`config.mk`:
```
export PLATFORM = sky130hd
export DESIGN_NAME = vdg_fetch_unit_flat
export DESIGN_NICKNAME = d
export VERILOG_FILES = /design/src/rtl/vdg_fetch_unit_if.sv /design/src/rtl/vdg_fetch_unit.sv /design/src/flat_wrapper.sv
export SDC_FILE = /design/constraint.sdc
export NUM_CORES = 1
export LEC_CHECK = 0
export ABC_AREA = 1
export CAP_MARGIN = 10
export CORE_MARGIN = 1
export CORE_UTILIZATION = 40
export DETAILED_ROUTE_END_ITERATION = 12
export HOLD_SLACK_MARGIN = 0.08
export PLACE_DENSITY = 0.56
export SLEW_MARGIN = 10
export SYNTH_ARGS = -nofsm -noshare
export SYNTH_HDL_FRONTEND = slang
export SYNTH_SLANG_ARGS = --single-unit
export TNS_END_PERCENT = 1
```
`constraint.sdc`:
```
create_clock -name clk -period 5.32 [get_ports clk]
set_input_delay 1.33 -clock clk [delete_from_list [all_inputs] [get_ports clk]]
set_output_delay 1.33 -clock clk [all_outputs]
set_load 0.02 [all_outputs]
```
`src/rtl/vdg_fetch_unit_if.sv`:
```
// Bus bundle between the VDG fetch unit, the arbiter's VDG port and the pixel/character consumer.
// master is the fetch unit side; slave is the arbiter/consumer side.
interface vdg_fetch_unit_if;
    logic        vdg_slot;
    logic        vsync;
    logic [7:0]  VDG_data_out;
    logic [15:0] VDG_address;
    logic        rd_en;
    logic [7:0]  fifo_data;
    logic        fifo_empty;
    logic        frame_done;
    logic        underrun;

    modport master (
        input  vdg_slot, vsync, VDG_data_out, rd_en,
        output VDG_address, fifo_data, fifo_empty, frame_done, underrun
    );

    modport slave (
        output vdg_slot, vsync, VDG_data_out, rd_en,
        input  VDG_address, fifo_data, fifo_empty, frame_done, underrun
    );
endinterface

```
`src/rtl/vdg_fetch_unit.sv`:
```
// Sequential video-RAM reader feeding a byte FIFO, restarted by vsync.
// Optional sticky underrun detection is built when VDG_FETCH_UNDERRUN_EN is defined.
module vdg_fetch_unit #(
    parameter logic [15:0] BASE_ADDR   = 16'h4000,
    parameter int unsigned FRAME_BYTES = 512,
    parameter int unsigned FIFO_DEPTH  = 16
) (
    input logic              clk,
    input logic              reset_n,
    vdg_fetch_unit_if.master bus
);
    localparam int unsigned PtrW = $clog2(FIFO_DEPTH);
    localparam int unsigned CntW = PtrW + 1;
    localparam int unsigned IssW = $clog2(FRAME_BYTES + 1);
    localparam logic [15:0] LastAddr = 16'(32'(BASE_ADDR) + FRAME_BYTES - 1);
    localparam logic [IssW-1:0] FrameBytes = IssW'(FRAME_BYTES);

    typedef enum logic [1:0] {StIdle, StFetch, StDone} state_e;

    state_e          state_q, state_d;
    logic [15:0]     addr_q, addr_d;
    logic [IssW-1:0] issued_q, issued_d;
    logic            v1_q, v1_d, v2_q, v2_d;
    logic [PtrW-1:0] wr_ptr_q, wr_ptr_d, rd_ptr_q, rd_ptr_d;
    logic [CntW-1:0] count_q, count_d;
    logic [7:0]      head_q, head_d;
    logic            empty_q, empty_d;
    logic            done_q, done_d;
    logic [7:0]      mem [FIFO_DEPTH];

    logic            slot, push, pop, issue;
    logic [CntW:0]   occupancy;

    assign slot = bus.vdg_slot;
    assign pop  = bus.rd_en && !empty_q;
    assign push = slot && v2_q;

    // Buffered plus in-flight bytes must never exceed the FIFO capacity.
    assign occupancy = {1'b0, count_q} + (CntW + 1)'(v1_q) + (CntW + 1)'(v2_q);
    assign issue     = slot && (state_q == StFetch) && (issued_q != FrameBytes)
                       && (occupancy < (CntW + 1)'(FIFO_DEPTH));

    always_comb begin
        state_d  = state_q;
        addr_d   = addr_q;
        issued_d = issued_q;
        v1_d     = v1_q;
        v2_d     = v2_q;
        wr_ptr_d = wr_ptr_q;
        rd_ptr_d = rd_ptr_q;
        count_d  = count_q;
        done_d   = done_q;

        if (slot) begin
            v2_d = v1_q;
            v1_d = issue;
        end
        if (issue) begin
            addr_d   = (addr_q == LastAddr) ? BASE_ADDR : addr_q + 16'd1;
            issued_d = issued_q + 1'b1;
        end
        if (push) wr_ptr_d = wr_ptr_q + 1'b1;
        if (pop)  rd_ptr_d = rd_ptr_q + 1'b1;
        count_d = count_q + CntW'(push) - CntW'(pop);

        unique case (state_q)
            StIdle: ;
            StFetch: begin
                if (issued_q == FrameBytes && !v1_q && !v2_q) begin
                    state_d = StDone;
                    done_d  = 1'b1;
                    addr_d  = BASE_ADDR;
                end
            end
            StDone: ;
            default: state_d = StIdle;
        endcase

        // vsync overrides everything, dropping buffered and in-flight bytes.
        if (bus.vsync) begin
            state_d  = StFetch;
            addr_d   = BASE_ADDR;
            issued_d = '0;
            v1_d     = 1'b0;
            v2_d     = 1'b0;
            wr_ptr_d = '0;
            rd_ptr_d = '0;
            count_d  = '0;
            done_d   = 1'b0;
        end

        empty_d = (count_d == '0);
        // The new head is either the byte being written this edge or a stored entry.
        if (empty_d)                              head_d = head_q;
        else if (push && wr_ptr_q == rd_ptr_d)    head_d = bus.VDG_data_out;
        else                                      head_d = mem[rd_ptr_d];
    end

    always_ff @(posedge clk) begin
        if (!reset_n) begin
            state_q  <= StIdle;
            addr_q   <= BASE_ADDR;
            issued_q <= '0;
            v1_q     <= 1'b0;
            v2_q     <= 1'b0;
            wr_ptr_q <= '0;
            rd_ptr_q <= '0;
            count_q  <= '0;
            head_q   <= 8'h00;
            empty_q  <= 1'b1;
            done_q   <= 1'b0;
        end else begin
            state_q  <= state_d;
            addr_q   <= addr_d;
            issued_q <= issued_d;
            v1_q     <= v1_d;
            v2_q     <= v2_d;
            wr_ptr_q <= wr_ptr_d;
            rd_ptr_q <= rd_ptr_d;
            count_q  <= count_d;
            head_q   <= head_d;
            empty_q  <= empty_d;
            done_q   <= done_d;
        end
    end

    always_ff @(posedge clk) begin
        if (push && !bus.vsync) mem[wr_ptr_q] <= bus.VDG_data_out;
    end

`ifdef VDG_FETCH_UNDERRUN_EN
    logic underrun_q;

    always_ff @(posedge clk) begin
        if (!reset_n || bus.vsync) begin
            underrun_q <= 1'b0;
        end else if (bus.rd_en && empty_q && state_q == StFetch) begin
            underrun_q <= 1'b1;
        end
    end

    assign bus.underrun = underrun_q;
`else
    assign bus.underrun = 1'b0;
`endif

    assign bus.VDG_address = addr_q;
    assign bus.fifo_data   = head_q;
    assign bus.fifo_empty  = empty_q;
    assign bus.frame_done  = done_q;
endmodule

```
`src/flat_wrapper.sv`:
```
// flat-port wrapper written by rule: the top's interface ports become plain ports
module vdg_fetch_unit_flat 
#(
    parameter logic [15:0] BASE_ADDR   = 16'h4000,
    parameter int unsigned FRAME_BYTES = 512,
    parameter int unsigned FIFO_DEPTH  = 16
)
  (clk, reset_n, bus_vdg_slot, bus_vsync, bus_VDG_data_out, bus_rd_en, bus_VDG_address, bus_fifo_data, bus_fifo_empty, bus_frame_done, bus_underrun);
  vdg_fetch_unit_if bus_i ();
  input logic clk;
  input logic reset_n;
  input wire logic [$bits(bus_i.vdg_slot)-1:0] bus_vdg_slot;
  input wire logic [$bits(bus_i.vsync)-1:0] bus_vsync;
  input wire logic [$bits(bus_i.VDG_data_out)-1:0] bus_VDG_data_out;
  input wire logic [$bits(bus_i.rd_en)-1:0] bus_rd_en;
  output wire logic [$bits(bus_i.VDG_address)-1:0] bus_VDG_address;
  output wire logic [$bits(bus_i.fifo_data)-1:0] bus_fifo_data;
  output wire logic [$bits(bus_i.fifo_empty)-1:0] bus_fifo_empty;
  output wire logic [$bits(bus_i.frame_done)-1:0] bus_frame_done;
  output wire logic [$bits(bus_i.underrun)-1:0] bus_underrun;
  assign bus_i.vdg_slot = bus_vdg_slot;
  assign bus_i.vsync = bus_vsync;
  assign bus_i.VDG_data_out = bus_VDG_data_out;
  assign bus_i.rd_en = bus_rd_en;
  assign bus_VDG_address = bus_i.VDG_address;
  assign bus_fifo_data = bus_i.fifo_data;
  assign bus_fifo_empty = bus_i.fifo_empty;
  assign bus_frame_done = bus_i.frame_done;
  assign bus_underrun = bus_i.underrun;
  vdg_fetch_unit #(.BASE_ADDR(BASE_ADDR), .FRAME_BYTES(FRAME_BYTES), .FIFO_DEPTH(FIFO_DEPTH)) u_core (.clk(clk), .reset_n(reset_n), .bus(bus_i));
endmodule
```
==> flow_metrics.env <==
export IMPL_finalCritPeriodShare_pct=70.1
export IMPL_drt_initial_drc_count=438
export IMPL_hold_class="reg2reg"
export IMPL_rows=54
export IMPL_wl_per_cell_um=16.5
export IMPL_clockRootBuffer="clkbuf_16"
export IMPL_cts_hold_buf=0
export IMPL_fin_setup_tns_ns=0
export IMPL_core_um2=21800
export IMPL_gp_congestion=0.824
export IMPL_slowest_delay_ns=0.50
export IMPL_critPathBufInv=3
export IMPL_htreeDepth=4
export IMPL_clk_latency_ns=0.43
export IMPL_drc=0
export IMPL_ys_warn_count=0
export IMPL_first_pass_iters=5
export IMPL_postLayoutCellArea_um2=10100
export IMPL_post_cts_buffers=0
export IMPL_io_pins=40
export IMPL_synth_seq_cells=181
export IMPL_crit_path_frequent_cell="nor2_1"
export IMPL_synth_top_area_cell="edfxtp_1"
export IMPL_setup_viol=0
export IMPL_dieArea_um2=22800
export IMPL_cp_slowest_cell="clkdlybuf4s50_1"
export IMPL_syn_avg_cell_area_um2=8.79
export IMPL_synth_cells=1011
export IMPL_post_cts_resized=0
export IMPL_numCtsBuffers=17
export IMPL_finalPower_uw=3390
export IMPL_dp_cells=1298
export IMPL_pre_cts_ws_ns=1.17
export IMPL_synth_top_flop_cell="edfxtp_1"
export IMPL_p_leak_uw=0.00413
export IMPL_vdd_drop_max_uv=173
export IMPL_synthTopCellsByCount="inv_1, nand2_1, nand3_1"
export IMPL_maxCapViolCount=0
export IMPL_grt_total_usage_pct=20.5
export IMPL_start_util_pct=40.7
export IMPL_status="complete, no violations"
export IMPL_wl_met2_um=10400
export IMPL_drt_met1_wl_um=10300
export IMPL_path_class="in2reg"
export IMPL_critical_path_arrival_ns=4.10
export IMPL_cpLargestDelayFamily="simple AND/OR/NAND/NOR gates"
export IMPL_slew_viol_final=0
export IMPL_die_h_um=151
export IMPL_fp_dieW_um=151
export IMPL_highest_layer="met4"
export IMPL_fmax_mhz=268
export IMPL_synth_top_area_share_pct=43.2
export IMPL_slew_headroom_pct=21.7
export IMPL_fin_ws_ns=1.59
export IMPL_hold_violations=0
export IMPL_cts_tree="yes"
export IMPL_synthTopCellsByArea="edfxtp_1, dfxtp_1, nand3_1"
export IMPL_seq_area_frac_synth_pct=55.2
export IMPL_clkSlewWorstSetupHoldPaths_ns=0.07
export IMPL_nets=1069
export IMPL_fin_skew_ns=0.0111
export IMPL_wl_met3_um=938
export IMPL_critPathRequiredTime_ns=5.69
export IMPL_worst_slew_pin_slew_ns=1.17
export IMPL_rsz0062_at_grt="no"
export IMPL_grt_max_degree=65
export IMPL_cp_max_fo=8
export IMPL_grt_pass1_vias=6244
export IMPL_critPathLaunchType="primary input"
export IMPL_power_density_nw_per_um2=335
export IMPL_period_minus_slack_ns=3.73
export IMPL_syn_nets=1042
export IMPL_synth_most_common_cell="inv_1"
export IMPL_syn_area_um2=8890
export IMPL_ant_nets=0
export IMPL_final_cells=1331
export IMPL_grt_overflow=0
export IMPL_antenna_found_initial=0
export IMPL_viasPerCell=5.10
export IMPL_hpwl_um=14100
export IMPL_critPathCaptureType="register"
export IMPL_antenna_cells=0
export IMPL_drive_above_1_share_pct=6.47
export IMPL_grt_first_pass_wirelength_um=35000
export IMPL_numClockSinks=181
export IMPL_ys_types=36
export IMPL_synth_async_reset_ratio_pct=0
export IMPL_place_area_um2=9500
export IMPL_syn2layout_area_growth_pct=13.7
export IMPL_synth_edff_count=128
export IMPL_finalWirelength_um=22000
export IMPL_io_buffers=38
export IMPL_via_count=6790
export IMPL_clock_path_buffers=2
export IMPL_cp_cell_sequence="clkdlybuf4s50_1 -> inv_2 -> nor2_4 -> ha_1 -> inv_1 -> ha_1 -> fa_1 -> nor2_1 -> nor2_1 -> o31ai_1 -> nand3_1 -> nor2_1 -> nand2_1 -> nand2_1"
cells by family after synthesis:
kind of cell    Yosys count  share of synthesized area [%]
other cells               1                         0.0422
fa+ha+maj                18                           2.62
flops                   181                           55.2
buf+inv                 237                           10.9
simple gates            514                           27.4
xor+xnor                 10                          0.985
compound gates           50                           2.91
power by group:
part | leakage [uW] | internal [uW] | total (uW) | switching (uW)
logic | 0.00227 | 187 | 563 | 376
registers | 0.00158 | 1550 | 1580 | 38.3
clock network | 0.000279 | 664 | 1240 | 574
path summary, 6_finish.rpt:
path	startpoint	to	slack, ns	cells past startpoint
min reg2reg	u_core.bus.frame_done$_SDFFE_PP0P_	u_core.bus.frame_done$_SDFFE_PP0P_	0.45	2
max	bus_rd_en	u_core.bus.fifo_data[3]$_SDFFE_PN0P_	1.59	14
min	u_core.bus.frame_done$_SDFFE_PP0P_	u_core.bus.frame_done$_SDFFE_PP0P_	0.45	2
max reg2reg	u_core.bus.fifo_empty$_SDFF_PN1_	u_core.bus.fifo_data[3]$_SDFFE_PN0P_	2.62	12
flip-flops by register name (all words and copies together), names as in the netlist:
| name | flops |
|---|---|
| u_core.bus.VDG_address | 16 |
| u_core.bus.fifo_data | 8 |
| u_core.bus.fifo_empty | 1 |
| u_core.bus.frame_done | 1 |
| u_core.count_q | 5 |
| u_core.issued_q | 10 |
| u_core.mem | 128 |
| u_core.rd_ptr_q | 4 |
| u_core.state_q | 2 |
| u_core.v1_q | 1 |
| u_core.v2_q | 1 |
| u_core.wr_ptr_q | 4 |
per-stage QoR:
step	hold WS, ns	utilization, %
floorplan	0.444	-
global route	0.500	46.3
global placement	0.440	43.5
finish	0.452	46.3
CTS	0.455	46.2
detailed placement	0.445	43.5
placed cells by master, fill, tap and decap left out, types with 2 or more instances in the layout:
master / count
inv_1: 183
nand2_1: 166
nand3_1: 147
edfxtp_1: 128
nor2_1: 76
nand4_1: 75
dfxtp_1: 53
clkdlybuf4s50_1: 38
nor3_1: 26
o21ai_0: 25
a21oi_1: 21
buf_4: 18
ha_1: 17
clkbuf_16: 17
xor2_1: 10
nand2_2: 5
inv_6: 5
nor4_1: 4
nand3_2: 3
inv_8: 3
inv_2: 2
nor3_2: 2
inv_4: 2
nand3_4: 2
nor2_2: 2
clkinv_1: 2
nand3b_1: 2
clkbuf_1: 2
worst register-to-register path, stage by stage, from the launching register on:
cell and delay (ns):
dfxtp_1 0.45, nor2_4 0.07, ha_1 0.27, inv_1 0.04
ha_1 0.20, fa_1 0.38, nor2_1 0.16, nor2_1 0.07
o31ai_1 0.19, nand3_1 0.17, nor2_1 0.44, nand2_1 0.12
nand2_1 0.08
layer usage:
metal / GRT usage, % / vias to the layer above
li1: - / 3419
met1: 28.3 / 3199
met2: 32.7 / 144
met3: 3.40 / 28
met4: 6.60 / 0
met5: 0 / -
layout make-up:
class | instances | area [um^2]
Tap cell | 280 | 350
Inverter | 188 | 711
Timing Repair Buffer | 57 | 543
Multi-Input combinational cell | 593 | 3030
Fill cell | 2165 | 11700
Clock buffer | 19 | 433
Sequential cell | 181 | 4900
Clock inverter | 13 | 140
Note: power is estimated with default switching activity, not from simulation.
